**config.mk**
```make
export PLATFORM = sky130hd
export DESIGN_NAME = decode_issue_ctrl
export DESIGN_NICKNAME = d
export VERILOG_FILES = /design/src/rtl/decode_issue_ctrl.sv
export SDC_FILE = /design/constraint.sdc
export NUM_CORES = 1
export LEC_CHECK = 0
export CORE_MARGIN = 5
export CORE_UTILIZATION = 45
export DETAILED_ROUTE_END_ITERATION = 10
export PLACE_DENSITY = 0.88
export SKIP_CTS_REPAIR_TIMING = 1
export SKIP_LAST_GASP = 1
export SYNTH_ARGS = -nofsm -noshare
export SYNTH_HDL_FRONTEND = slang
export SYNTH_SLANG_ARGS = --single-unit
```
**constraint.sdc**
```tcl
create_clock -name clk -period 4.7 [get_ports clk]
set_clock_uncertainty 0.15 [all_clocks]
set_input_delay 0.47 -clock clk [delete_from_list [all_inputs] [get_ports clk]]
set_output_delay 0.47 -clock clk [all_outputs]
set_load 0.02 [all_outputs]
```
**src/rtl/decode_issue_ctrl.sv**
```systemverilog
// -----------------------------------------------------------------------------
// decode_issue_ctrl
//
// In-order issue sequencer for the decode stage. Instructions arrive over a
// valid/ready port and are buffered in a small circular FIFO. The head entry is
// decoded by exact 32-bit match:
//   32'h0000257B -> class A, dispatched on a_* (single-cycle unit)
//   32'h0000277B -> class B, dispatched on b_* (multi-cycle, ends with b_done)
//   anything else -> illegal, held on trap_* until trap_ack flushes the queue
//
// Ports
//   clk, reset           clock, synchronous active-high reset
//   in_valid/in_ready    upstream handshake, in_inst carries the instruction
//   a_valid/a_ready      unit A dispatch, a_inst carries the instruction
//   b_valid/b_ready      unit B dispatch, b_inst carries the instruction
//   b_done               unit B finished the outstanding instruction
//   trap_valid/trap_inst illegal encoding at head; trap_ack releases it
//   busy                 sequencer not idle or FIFO holds entries
//   perf_issued          saturating count of A/B dispatches
//   perf_illegal         saturating count of acknowledged traps
//
// Build option
//   DECODE_ISSUE_PERF_EN : when defined, the two performance counters are
//   implemented; otherwise perf_issued and perf_illegal are tied to zero.
// -----------------------------------------------------------------------------
module decode_issue_ctrl #(
    parameter int QDEPTH = 2,
    parameter int CNT_W  = 16
) (
    input  logic             clk,
    input  logic             reset,
    input  logic             in_valid,
    output logic             in_ready,
    input  logic [31:0]      in_inst,
    output logic             a_valid,
    input  logic             a_ready,
    output logic [31:0]      a_inst,
    output logic             b_valid,
    input  logic             b_ready,
    output logic [31:0]      b_inst,
    input  logic             b_done,
    output logic             trap_valid,
    output logic [31:0]      trap_inst,
    input  logic             trap_ack,
    output logic             busy,
    output logic [CNT_W-1:0] perf_issued,
    output logic [CNT_W-1:0] perf_illegal
);

    localparam int              PTR_W    = $clog2(QDEPTH);
    localparam logic [PTR_W:0]  FULL_CNT = (PTR_W + 1)'(QDEPTH);
    localparam logic [31:0]     INST_A   = 32'h0000_257B;
    localparam logic [31:0]     INST_B   = 32'h0000_277B;

    typedef enum logic [1:0] {
        S_IDLE,
        S_DISPATCH,
        S_WAIT_B,
        S_TRAP
    } state_t;

    state_t           r_state;
    state_t           w_state_next;

    logic [31:0]      r_mem [QDEPTH];
    logic [PTR_W-1:0] r_wr_ptr;
    logic [PTR_W-1:0] r_rd_ptr;
    logic [PTR_W:0]   r_count;
    logic [PTR_W:0]   w_count_next;

    logic [31:0]      w_head;
    logic             w_is_a;
    logic             w_is_b;
    logic             w_push;
    logic             w_pop;
    logic             w_a_fire;
    logic             w_b_fire;
    logic             w_flush;

    // ---------------------------------------------------------------- FIFO --
    assign w_head   = r_mem[r_rd_ptr];
    assign w_is_a   = (w_head == INST_A);
    assign w_is_b   = (w_head == INST_B);

    // in_ready looks only at registered count: a pop in the same cycle does
    // not make room for a push into a full queue.
    assign in_ready = (r_count != FULL_CNT) && (r_state != S_TRAP);
    assign w_push   = in_valid && in_ready;
    assign w_a_fire = a_valid && a_ready;
    assign w_b_fire = b_valid && b_ready;
    assign w_pop    = w_a_fire || w_b_fire;
    assign w_flush  = (r_state == S_TRAP) && trap_ack;

    // NOTE: every signal written in always_comb gets a default first, so no
    // path through the block can leave it unassigned and infer a latch.
    always_comb begin
        w_count_next = r_count;
        if (w_flush) begin
            w_count_next = '0;
        end else if (w_push && !w_pop) begin
            w_count_next = r_count + 1'b1;
        end else if (!w_push && w_pop) begin
            w_count_next = r_count - 1'b1;
        end
    end

    // NOTE: sequential state uses non-blocking assignments so every register
    // samples pre-edge values regardless of statement order.
    always_ff @(posedge clk) begin
        if (reset) begin
            r_wr_ptr <= '0;
            r_rd_ptr <= '0;
            r_count  <= '0;
        end else begin
            r_count <= w_count_next;
            if (w_flush) begin
                r_wr_ptr <= '0;
                r_rd_ptr <= '0;
            end else begin
                if (w_push) r_wr_ptr <= r_wr_ptr + 1'b1;
                if (w_pop)  r_rd_ptr <= r_rd_ptr + 1'b1;
            end
        end
    end

    // NOTE: the storage array is not reset; an entry is only read while the
    // count says it is valid, so clearing pointers and count is sufficient.
    always_ff @(posedge clk) begin
        if (w_push) r_mem[r_wr_ptr] <= in_inst;
    end

    // ----------------------------------------------------------------- FSM --
    always_ff @(posedge clk) begin
        if (reset) r_state <= S_IDLE;
        else       r_state <= w_state_next;
    end

    // Decisions use the post-update count so IDLE always means an empty queue.
    always_comb begin
        w_state_next = r_state;
        case (r_state)
            S_IDLE: begin
                if (w_count_next != '0) w_state_next = S_DISPATCH;
            end
            S_DISPATCH: begin
                if (w_b_fire) begin
                    w_state_next = S_WAIT_B;
                end else if (w_a_fire) begin
                    w_state_next = (w_count_next != '0) ? S_DISPATCH : S_IDLE;
                end else if (!w_is_a && !w_is_b) begin
                    w_state_next = S_TRAP;
                end
            end
            S_WAIT_B: begin
                if (b_done) w_state_next = (w_count_next != '0) ? S_DISPATCH : S_IDLE;
            end
            S_TRAP: begin
                if (trap_ack) w_state_next = S_IDLE;
            end
            default: w_state_next = S_IDLE;
        endcase
    end

    // Outputs depend on registered state and FIFO head only.
    always_comb begin
        a_valid    = 1'b0;
        a_inst     = '0;
        b_valid    = 1'b0;
        b_inst     = '0;
        trap_valid = 1'b0;
        trap_inst  = '0;
        case (r_state)
            S_DISPATCH: begin
                if (w_is_a) begin
                    a_valid = 1'b1;
                    a_inst  = w_head;
                end else if (w_is_b) begin
                    b_valid = 1'b1;
                    b_inst  = w_head;
                end
            end
            S_TRAP: begin
                trap_valid = 1'b1;
                trap_inst  = w_head;
            end
            default: ;
        endcase
    end

    assign busy = (r_state != S_IDLE) || (r_count != '0);

    // -------------------------------------------------------- perf counters --
`ifdef DECODE_ISSUE_PERF_EN
    logic [CNT_W-1:0] r_perf_issued;
    logic [CNT_W-1:0] r_perf_illegal;

    always_ff @(posedge clk) begin
        if (reset) begin
            r_perf_issued  <= '0;
            r_perf_illegal <= '0;
        end else begin
            if (w_pop && (r_perf_issued != '1))
                r_perf_issued <= r_perf_issued + 1'b1;
            if (w_flush && (r_perf_illegal != '1))
                r_perf_illegal <= r_perf_illegal + 1'b1;
        end
    end

    assign perf_issued  = r_perf_issued;
    assign perf_illegal = r_perf_illegal;
`else
    assign perf_issued  = '0;
    assign perf_illegal = '0;
`endif

endmodule

```
# Yosys cells after proc, flatten, opt, wreduce, memory -nomap -nowiden
# Memory sizes are Yosys's and may differ from the RTL's. A register that Yosys moved wholly into a read port is not among the register bits.
# Index checks and enable logic that the tools add are counted.
dict set report totals {
  mem_count 1
  inputBits 39
  mem_bits_rw 64
  wordCells 67
  reg_bits 6
  out_inout_bits 133
}
dict set report classes {
  mux 27
  n_addsub 4
  n_reduce_logical 20
  n_eq_ne 11
}
# memory depth word_bits rd rd_clocked_by_memory_dff write_ports line_no
set memory_table {}
lappend memory_table {r_mem 2 32 1 1 1 65} ;# logic [31:0] r_mem [QDEPTH];
# operator n
set op_table {}
lappend op_table {{32-bit two-way mux} 6}
lappend op_table {{32-bit by 14-bit equality test with 1-bit output (second input constant)} 2}
lappend op_table {{2-bit two-way mux} 9}
lappend op_table {{1-bit two-way mux} 11}
lappend op_table {{2-bit != test (second input constant)} 5}
lappend op_table {{1-bit logical AND} 8}
lappend op_table {{2-bit case mux with 4 select lines} 1}
lappend op_table {{2-bit nonzero test} 3}
lappend op_table {{2-bit equality test (second input constant)} 2}
lappend op_table {{1-bit logical NOT} 4}
lappend op_table {{4-bit != test (second input constant)} 1}
lappend op_table {{4-bit AND reduction} 1}
lappend op_table {{1-bit adder (second input constant)} 2}
lappend op_table {{2-bit by 1-bit adder with 2-bit output (second input constant)} 1}
lappend op_table {{2-bit by 1-bit equality test with 1-bit output (second input constant)} 1}
lappend op_table {{2-bit logical NOT} 1}
lappend op_table {{1-bit logical OR} 2}
lappend op_table {{2-bit OR reduction} 1}
lappend op_table {{2-bit by 1-bit subtractor with 2-bit output (second input constant)} 1}

# Logic depth before layout (Yosys ltp)
# Gate-level depths: netlist of the first run.
dict set report depth {
  word_depth 15
  depth_mapped 9
  ltp_nobuf 8
}

# Worst setup path after synthesis of the first run
# No wires, ideal clock.
dict set report synth_timing {
  path_type {register -> register}
  start {register r_count[0]}
  end {memory r_mem[0][0], enable pin}
  setup_ps 421
  path_stages_with_launch 6
  n_path_buf 0
  t_required_ps 4129
  arrival_ps 2681
  period_less_slack_ps 3253
  setup_slack_ps 1447
  cell_sequence {dfxtp_1 -> inv_1 -> ha_1 -> a21oi_1 -> nand2_1 -> nor2_1}
}
dict set report synth_between {
  elab_chain_cells 5
}
# element line_no
set synth_rtl {}
lappend synth_rtl {{start: declaration} 68} ;# logic [PTR_W:0] r_count;
lappend synth_rtl {{start signal: assignment} 115} ;# r_count <= w_count_next;
lappend synth_rtl {{2-bit != test} 87} ;# assign in_ready = (r_count != FULL_CNT) && (r_state != S_TRAP);
lappend synth_rtl {{1-bit logical AND} 87}
lappend synth_rtl {{net in_ready} 33} ;# output logic in_ready,
lappend synth_rtl {{1-bit logical AND} 88} ;# assign w_push = in_valid && in_ready;
lappend synth_rtl {{1-bit two-way mux} 129} ;# if (w_push) r_mem[r_wr_ptr] <= in_inst;
lappend synth_rtl {{1-bit two-way mux (implied by the code)} 129}
lappend synth_rtl {{end: declaration} 65}
# The timed path passes the listed nets, and every way through them passes these cells.

==> metrics, run 1 <==
status finished, final reports clean; CTS buffer count 9; Slew @ Worst Pin roughly 1.1 ns; Synth Register Bits 71; CTS Sinks 71; H-tree Lvls 3; Final Util 0.5809; Synth Instances roughly 330; slowest CP cell a222oi_1; Initial DRC Count 168; I/O pin count 172; Slew HR 0.2368; Int Pwr between 1 and 1.5 mW; Synth Cell Area roughly 3800 sq um; RR Startpoint r_mem[0][11]; Setup CP Type flop to output port; antenna-violating nets left 0; largest net degree at the start of global routing 33; final worst-path cycle share 0.9162; Fmax approximately 230 MHz; number of remaining DRC errors 0; row cnt 33; syn avg cell area ~11 sq um; layout cells sized above 1 0.05594; Via Count 2636; count of final setup violators 0; Worst EP required 4.08 ns; GPL Wtd Cong 0.8340; initial antenna violation count 0; die area 10350 sq um; worst path bufs/invs 1; CP max FO 14; worst hold path endpoint r_rd_ptr; Top delay family on crit path simple AND/OR/NAND/NOR gates; Yosys cell types 40; combinational share of power 0.202; die width 101.7 um; core box area 8217 sq um; reg2reg end r_state[1]; sequential element share of the synthesized area 0.5444; setup TNS 0 ns; vias in the first global route approximately 2.7k; Sw Pwr between 0.4 and 0.5 mW; die height between 100 and 150 um; Post-DP HPWL around 6500 um; Hold Startpoint r_rd_ptr; Clock transition at path regs roughly 0.080 ns; Sequential Power Share 0.472; port bufs 94; TritonCTS clock tree done; routed length per instance 16.43 um; Synth Flop Type edfxtp_1; sw frac 0.2844; flop-to-flop setup slack between 1.5 and 2 ns; placed insts slightly above 500; critical-path cell list nor4bb_1 > nand3b_1 > a222oi_1 > nand2_1 > nor2_1 > and2_1 > clkdlybuf4s50_1; post-route cell area between 4000 and 5000 sq um; nets 466; Clock Latency Late Sink approximately 0.35 ns; vias per std cell ~5; Cell Count, Final, Fillers Out 534; CP arrival 3.69 ns; Root Buffer clkbuf_8; dpl cell area about 4500 sq um; max cap viols 0; P per Cell Area approximately 370 nW/um^2; Final Hold Fails 0; clock power share 0.326; Fillers about 630; minimum clock period around 4.3 ns; final slew viol count 0; type of the worst min-delay path flop to flop; first-pass detailed-route iteration total 4; WHS 0.3596 ns; FF-to-FF path depth 6; final worst slack slightly below 0.4 ns; crit path from r_mem[0][11]; total grt overflow 0; crit end category output port; hold path cells 2; Syn. warnings 0; number of flops mapped to enable cells by yosys 64; worst slack, placed between 0.7 and 0.8 ns; Critical Path Start Type flop; async set-reset flop share out of synthesis 0; Synth-to-Final Area Change 26.03%; ant diodes 0; crit-path max cell delay around 0.63 ns; P_leak approximately 1.7 nW; Global Route Usage Sum 0.1675; Initial Util 0.4609; Total Wirelength between 8000 and 9000 um; Tot Pwr between 1.5 and 2 mW; Worst VDD drop 324.1 uV; RSZ-0062 raised after global routing false; first-pass GRT wire length around 13000 um; Clock Tree Buf Depth 2
-- Yosys cell counts, drive strengths merged (2+ instances only) --
| library cell | number | area share |
|---|---|---|
| nand2b | 2 | 0.0033 |
| mux2i | 32 | 0.085 |
| nand4 | 3 | 0.0050 |
| clkbuf | 9 | 0.0089 |
| mux2 | 2 | 0.0059 |
| a21o | 3 | 0.0059 |
| nand3 | 7 | 0.0092 |
| buf | 82 | 0.16 |
| nor4bb | 4 | 0.011 |
| dfxtp | 7 | 0.037 |
| ha | 2 | 0.0066 |
| nor2b | 2 | 0.0033 |
| inv | 6 | 0.0059 |
| a21oi | 3 | 0.0040 |
| nor3 | 14 | 0.019 |
| xnor2 | 3 | 0.0069 |
| and3 | 3 | 0.0050 |
| nor4 | 7 | 0.013 |
| nand2 | 10 | 0.0099 |
| and2 | 12 | 0.020 |
| edfxtp | 64 | 0.51 |
| nor2 | 40 | 0.040 |
-- worst register-to-register path, stage by stage, from the launching register on --
cell and delay [ns]:
edfxtp_1 0.40, nor4bb_1 0.44, nand3b_1 0.15, a222oi_1 0.63
nand2_1 0.45, nor2_1 0.47, a221oi_1 0.16
-- cell families after synthesis --
logic type	Yosys count	share of synthesized area
buffers and inverters	97	0.1748
XOR/XNOR	4	0.009252
adder cells (fa/ha/maj)	2	0.006606
flip-flops	71	0.5444
AO/OA/AOI/OAI	16	0.03007
other	1	0.0009901
multiplexers	34	0.09052
AND/OR/NAND/NOR	106	0.1434
-- layout make-up --
| cell class | count | area (sq um) | share of cell area |
|---|---|---|---|
| Timing Repair Buffer | 98 | 970.9 | 0.2034 |
| Tap cell | 105 | 131.4 | 0.02752 |
| Multi-Input combinational cell | 239 | 1351 | 0.2831 |
| Inverter | 6 | 22.52 | 0.004718 |
| Clock buffer | 10 | 127.6 | 0.02674 |
| Clock inverter | 5 | 106.4 | 0.02228 |
| Sequential cell | 71 | 2063 | 0.4322 |
-- cell usage in the layout, fill, tap and decap left out, types with 4 or more instances in the layout --
master           count
inv_1                6
conb_1              77
nand3_1              7
nor4bb_1             4
nor4_1               6
nor3_1              14
nand2_1             10
clkdlybuf4s50_1     94
and2_1              12
clkbuf_8             9
dfxtp_1              6
mux2i_1             32
buf_4                4
edfxtp_1            64
nor2_1              39
-- routing by layer --
metal | share of wire | track usage | wire length (um)
met1 | 0.34 | 0.1834 | 3014
met2 | 0.52 | 0.3003 | 4572
met3 | 0.12 | 0.04959 | 1019
met4 | 0.019 | 0.07157 | 169
met5 | 0 | 0 | 0
-- power by group through the flow --
stage	clock network, mW	logic (mW)	registers, mW
2_1_floorplan	0	0.278	0.823
3_3_place_gp	0	0.342	0.832
3_5_place_dp	0	0.352	0.840
4_1_cts	0.578	0.355	0.828
5_1_grt	0.605	0.386	0.837
6_report	0.573	0.355	0.830
-- how the worst max path moves through the flow --
stage / endpoint / cells past startpoint
floorplan: r_mem[0][0] / 5
global placement: a_inst[6] / 7
detailed placement: a_inst[8] / 7
CTS: a_inst[8] / 7
global route: a_inst[6] / 7
finish: a_inst[8] / 7
-- state kept, by name, summed over array words and instances, names as in the netlist, named ones only --
register	count
r_count	2
r_mem	64
r_rd_ptr	1
r_state	2
r_wr_ptr	1
Note: power is estimated with default switching activity, not from simulation.
==> inputs of run 2 (changes only) <==
--- a/config.mk
+++ b/config.mk
@@ -6,9 +6,9 @@
 export NUM_CORES = 1
 export LEC_CHECK = 0
 export CORE_MARGIN = 5
-export CORE_UTILIZATION = 45
+export CORE_UTILIZATION = 38
 export DETAILED_ROUTE_END_ITERATION = 10
-export PLACE_DENSITY = 0.88
+export PLACE_DENSITY = 0.79
 export SKIP_CTS_REPAIR_TIMING = 1
 export SKIP_LAST_GASP = 1
 export SYNTH_ARGS = -nofsm -noshare
==> constraint.sdc (replaced) <==
create_clock -name clk -period 3.6 [get_ports clk]
set_clock_uncertainty 0.15 [all_clocks]
set_input_delay 0.36 -clock clk [delete_from_list [all_inputs] [get_ports clk]]
set_output_delay 0.36 -clock clk [all_outputs]
set_load 0.02 [all_outputs]
==> metrics, run 2 (synthesized netlist as in run 1, its figures left out) <==
status finished, final reports clean (unchanged); CP max FO 16 (was 14); Fillers 854 (was 629); Initial Util 0.3893 (was 0.4609); CP arrival 2.87 ns (was 3.69 ns); Final Hold Fails 0 (unchanged); setup TNS 0 ns (unchanged); type of the worst min-delay path flop to flop (unchanged); largest net degree at the start of global routing 33 (unchanged); antenna-violating nets left 0 (unchanged); most common cell after layout, fill and taps aside clkdlybuf4s50_1 (unchanged); RR Startpoint r_count[0] (was r_mem[0][11]); worst slack, placed 0.3644 ns (was 0.7888 ns); Root Buffer clkbuf_8 (unchanged); port bufs 94 (unchanged); Slew HR 0.6458 (was 0.2368); max reg flops 64 (unchanged); H-tree Lvls 3 (unchanged); Total Wirelength 8390 um (was 8776 um); Clock Latency Late Sink 0.34 ns (was 0.35 ns); max cap viols 0 (unchanged); Synth-to-Final Area Change 26.40% (was 26.03%); routed length per instance 14.82 um (was 16.43 um); slowest CP cell clkdlybuf4s50_1 (was a222oi_1); most frequent CP cell nand2_1; total grt overflow 0 (unchanged); worst path bufs/invs 2 (was 1); Cell Count, Final, Fillers Out 566 (was 534); layout cells sized above 1 0.06005 (was 0.05594); reg2reg end r_mem[0][5] (was r_state[1]); Critical Path Start Type flop (unchanged); Post-DP HPWL 6298 um (was 6474 um); critical-path cell list nor4b_2 > nand2_1 > a222oi_1 > buf_4 > nand2_1 > nor2_2 > and2_1 > clkdlybuf4s50_1 (was nor4bb_1 > nand3b_1 > a222oi_1 > nand2_1 > nor2_1 > and2_1 > clkdlybuf4s50_1); Reg area 2066 sq um (was 2063 sq um); FF-to-FF path depth 6 (unchanged); Via Count 2537 (was 2636); count of final setup violators 0 (unchanged); die area 12060 sq um (was 10350 sq um); CTS Sinks 71 (unchanged); die width 109.8 um (was 101.7 um); final worst-path cycle share 0.9375; CTS buffer count 9 (unchanged); placed insts 550 (was 519); WP depth 8 (was 7); TritonCTS clock tree done (unchanged); Global Route Usage Sum 0.1345 (was 0.1675); flop-to-flop setup slack 1.19 ns (was 1.72 ns); nets 469 (was 466); initial antenna violation count 0 (unchanged); crit-path max cell delay 0.61 ns (was 0.63 ns); P_leak 1.695 nW (was 1.706 nW); crit end category output port (unchanged); ant diodes 0 (unchanged); vias per std cell 4.482 (was 4.936); first-pass GRT wire length 12430 um (was 13210 um); Top delay family on crit path simple AND/OR/NAND/NOR gates (unchanged); Worst EP required 3.09 ns (was 4.08 ns); final worst slack 0.2249 ns (was 0.3937 ns); core box area 9729 sq um (was 8217 sq um); Clock Tree Buf Depth 2 (unchanged); area of the multi-input gates 1354 sq um (was 1351 sq um); most frequent cells in the layout clkdlybuf4s50_1 (94), conb_1 (77), edfxtp_1 (64) (unchanged); Clock transition at path regs 0.07 ns (was 0.08 ns); Initial DRC Count 115 (was 168); die height 109.8 um (was 101.7 um); Worst Setup EP a_inst[10] (was a_inst[8]); first-pass detailed-route iteration total 4 (unchanged); final slew viol count 0 (unchanged); Setup CP Type flop to output port (unchanged); minimum clock period around 3.4 ns; Largest Register r_mem (unchanged); I/O pin count 172 (unchanged); Fmax between 200 and 300 MHz; vias in the first global route 2606 (was 2662); Worst VDD drop 340.4 uV (was 324.1 uV); Final Util 0.4920 (was 0.5809); Largest regs r_mem x64, r_count x2, r_state x2 (unchanged); RSZ-0062 raised after global routing false (unchanged); number of remaining DRC errors 0 (unchanged); Slew @ Worst Pin 0.5314 ns (was 1.142 ns); GPL Wtd Cong 0.7960 (was 0.8340); row cnt 36 (was 33); P per Cell Area 445.6 nW/um^2 (was 368.2 nW/um^2)
run 2: changes by cell type in the layout (fill, tap and decap cells not counted):
cell	before	now
clkinv_1	0	1
clkinv_2	0	1
nor2_2	1	2
buf_4	4	6
dfxtp_2	1	0
bufinv_16	3	1
clkbuf_1	1	3
nor2_1	39	38
dfxtp_4	0	1
buf_6	0	1
inv_6	1	0
run 2: metrics by stage:
| stage | total power, mW | hold slack, ns | cell area (sq um) |
|---|---|---|---|
| 2_1_floorplan | 1.437 | 0.3089 | 4073 |
| 3_3_place_gp | 1.539 | 0.3390 | 4597 |
| 3_5_place_dp | 1.554 | 0.3516 | 4597 |
| 4_1_cts | 2.152 | 0.3855 | 4778 |
| 5_1_grt | 2.236 | 0.4183 | 4787 |
| 6_report | 2.133 | 0.3807 | 4787 |
run 2: metal layers:
| layer | wire, um | up-vias | GRT usage | share of wire |
|---|---|---|---|---|
| met4 | 141 | 0 | 0.05254 | 0.017 |
| met2 | 4177 | 151 | 0.2448 | 0.50 |
| met3 | 959 | 14 | 0.04345 | 0.11 |
| met1 | 3112 | 1172 | 0.1430 | 0.37 |
| li1 | - | 1200 | - | - |
| met5 | 0 | - | 0 | 0 |
run 2: cell type report:
class	instances	share of cell area
Clock buffer	12	0.02823
Timing Repair Buffer	101	0.2083
Sequential cell	71	0.4315
Tap cell	133	0.03476
Inverter	6	0.004705
Multi-Input combinational cell	239	0.2828
Clock inverter	4	0.009671
run 2: worst min-delay path by stage:
stage          startpoint           to  slack, ns  cells past startpoint
6_report         r_rd_ptr         flop       0.38                      2
3_3_place_gp     r_rd_ptr     r_rd_ptr       0.34                      2
3_5_place_dp     r_rd_ptr         flop       0.35                      2
5_1_grt          r_rd_ptr         flop       0.42                      2
4_1_cts          r_rd_ptr         flop       0.39                      2
2_1_floorplan  in_inst[0]  r_mem[0][0]       0.31                      0
run 2: power by group:
| part | internal (mW) | total (mW) | switching, mW |
|---|---|---|---|
| combinational | 0.165 | 0.465 | 0.301 |
| sequential | 1.02 | 1.07 | 0.0556 |
| clock | 0.317 | 0.593 | 0.276 |
| total | 1.50 | 2.13 | 0.632 |
run 2: worst register-to-register path, delay by kind of cell (launching register included):
family          cells  cell delay, ns
fa+ha+maj           1            0.20
compound gates      1            0.30
buf+inv             2            0.53
flops               1            0.37
simple gates        2            0.50
==> inputs of run 3 (changes only) <==
--- a/config.mk
+++ b/config.mk
@@ -5,7 +5,6 @@
 export SDC_FILE = /design/constraint.sdc
 export NUM_CORES = 1
 export LEC_CHECK = 0
-export CORE_MARGIN = 5
 export CORE_UTILIZATION = 38
 export DETAILED_ROUTE_END_ITERATION = 10
 export PLACE_DENSITY = 0.79
==> metrics, run 3 (synthesized netlist as in run 1, its figures left out) <==
status finished, final reports clean (unchanged); core box area 9729 sq um (unchanged); minimum clock period 3.376 ns (was 3.375 ns); most common cell after layout, fill and taps aside clkdlybuf4s50_1 (unchanged); Via Count 2589 (was 2537); max reg flops 64 (unchanged); worst slack, placed 0.4393 ns (was 0.3644 ns); Worst VDD drop 278.0 uV (was 340.4 uV); setup TNS 0 ns (unchanged); Largest Register r_mem (unchanged); antenna-violating nets left 0 (unchanged); CP max FO 13 (was 16); final slew viol count 0 (unchanged); TritonCTS clock tree done (unchanged); CP arrival 2.87 ns (about the same); die width 101.8 um (was 109.8 um); type of the worst min-delay path flop to flop (unchanged); Final Util 0.4968 (was 0.4920); P per Cell Area 450.8 nW/um^2 (was 445.6 nW/um^2); Slew HR 0.6401 (was 0.6458); reg2reg end r_count[1] (was r_mem[0][5]); nets 470 (was 469); Setup CP Type flop to output port (unchanged); Worst Setup EP b_inst[5] (was a_inst[10]); Fmax 296.2 MHz (was 296.3 MHz); max cap viols 0 (unchanged); GPL Wtd Cong 0.7793 (was 0.7960); ant diodes 0 (unchanged); final worst-path cycle share 0.9378 (was 0.9375); layout cells sized above 1 0.07373 (was 0.06005); P_leak 1.769 nW (was 1.695 nW); die area 10370 sq um (was 12060 sq um); Root Buffer clkbuf_8 (unchanged); Largest regs r_mem x64, r_count x2, r_state x2 (unchanged); Clock transition at path regs 0.08 ns (was 0.07 ns); Worst EP required 3.09 ns (about the same); I/O pin count 172 (unchanged); Post-DP HPWL 5861 um (was 6298 um); Clock Latency Late Sink 0.34 ns (about the same); crit end category output port (unchanged); Initial DRC Count 129 (was 115); Tot Pwr 2.179 mW (was 2.133 mW); vias in the first global route 2447 (was 2606); WHS 0.3840 ns (was 0.3807 ns); H-tree Lvls 3 (unchanged); Slew @ Worst Pin 0.5398 ns (was 0.5314 ns); Final Hold Fails 0 (unchanged); initial antenna violation count 0 (unchanged); Critical Path Start Type flop (unchanged); Total Wirelength 8020 um (was 8390 um); flop-to-flop setup slack 1.28 ns (was 1.19 ns); vias per std cell 4.566 (was 4.482); FF-to-FF path depth 7 (was 6); routed length per instance 14.14 um (was 14.82 um); number of remaining DRC errors 0 (unchanged); RSZ-0062 raised after global routing false (unchanged); CTS buffer count 9 (unchanged); count of final setup violators 0 (unchanged); Synth-to-Final Area Change 27.62% (was 26.40%); CTS Sinks 71 (unchanged); largest net degree at the start of global routing 33 (unchanged); row cnt 36 (unchanged); final worst slack 0.2240 ns (was 0.2249 ns); die height 101.8 um (was 109.8 um); port bufs 94 (unchanged); Global Route Usage Sum 0.1576 (was 0.1345); Clock Tree Buf Depth 2 (unchanged); first-pass GRT wire length 12300 um (was 12430 um); first-pass detailed-route iteration total 4 (unchanged); Initial Util 0.3893 (unchanged); total grt overflow 0 (unchanged); most frequent cells in the layout clkdlybuf4s50_1 (91), conb_1 (77), edfxtp_1 (64) (was clkdlybuf4s50_1 (94), conb_1 (77), edfxtp_1 (64))
run 3: worst min path at each step:
stage,from,end,cells past startpoint
6_report,r_rd_ptr,r_rd_ptr,2
5_1_grt,r_rd_ptr,r_rd_ptr,2
3_5_place_dp,r_rd_ptr,flop,2
2_1_floorplan,in_inst[0],r_mem[0][0],0
3_3_place_gp,r_rd_ptr,r_rd_ptr,2
4_1_cts,r_rd_ptr,flop,2
run 3: cell type report:
| class | instances | area (sq um) |
|---|---|---|
| Clock buffer | 10 | 127.6 |
| Timing Repair Buffer | 102 | 1012 |
| Multi-Input combinational cell | 239 | 1373 |
| Sequential cell | 71 | 2063 |
| Clock inverter | 6 | 68.82 |
| Tap cell | 133 | 166.4 |
| Fill cell | 856 | 4896 |
| Inverter | 6 | 22.52 |
run 3: per-layer routing:
| metal | wire length, um | part of all wire | GRT usage | vias up |
|---|---|---|---|---|
| met2 | 4215 | 0.53 | 0.2859 | 141 |
| li1 | - | - | - | 1211 |
| met1 | 3201 | 0.40 | 0.1835 | 1227 |
| met5 | 0 | 0 | 0 | - |
| met4 | 74 | 0.0092 | 0.04945 | 0 |
| met3 | 528 | 0.066 | 0.03830 | 10 |
run 3: through the flow:
step,instances,area (sq um)
2_1_floorplan,407,4073
3_3_place_gp,551,4604
3_5_place_dp,551,4604
4_1_cts,567,4801
5_1_grt,567,4833
6_report,567,4833
run 3: report_power, final:
group          switching [mW]  total, mW  internal (mW)  leakage [nW]
clock network           0.308      0.633          0.325        0.0989
registers              0.0624       1.08           1.02         0.656
logic                   0.299      0.464          0.166          1.01
run 3: critical path, cell delays in order, from the launching register on:
cell	delay (ns)
dfxtp_2	0.52
nor4b_2	0.26
nand2_1	0.08
a222oi_1	0.35
buf_4	0.18
nand2_1	0.07
buf_4	0.19
nor3_1	0.22
clkdlybuf4s50_1	0.64
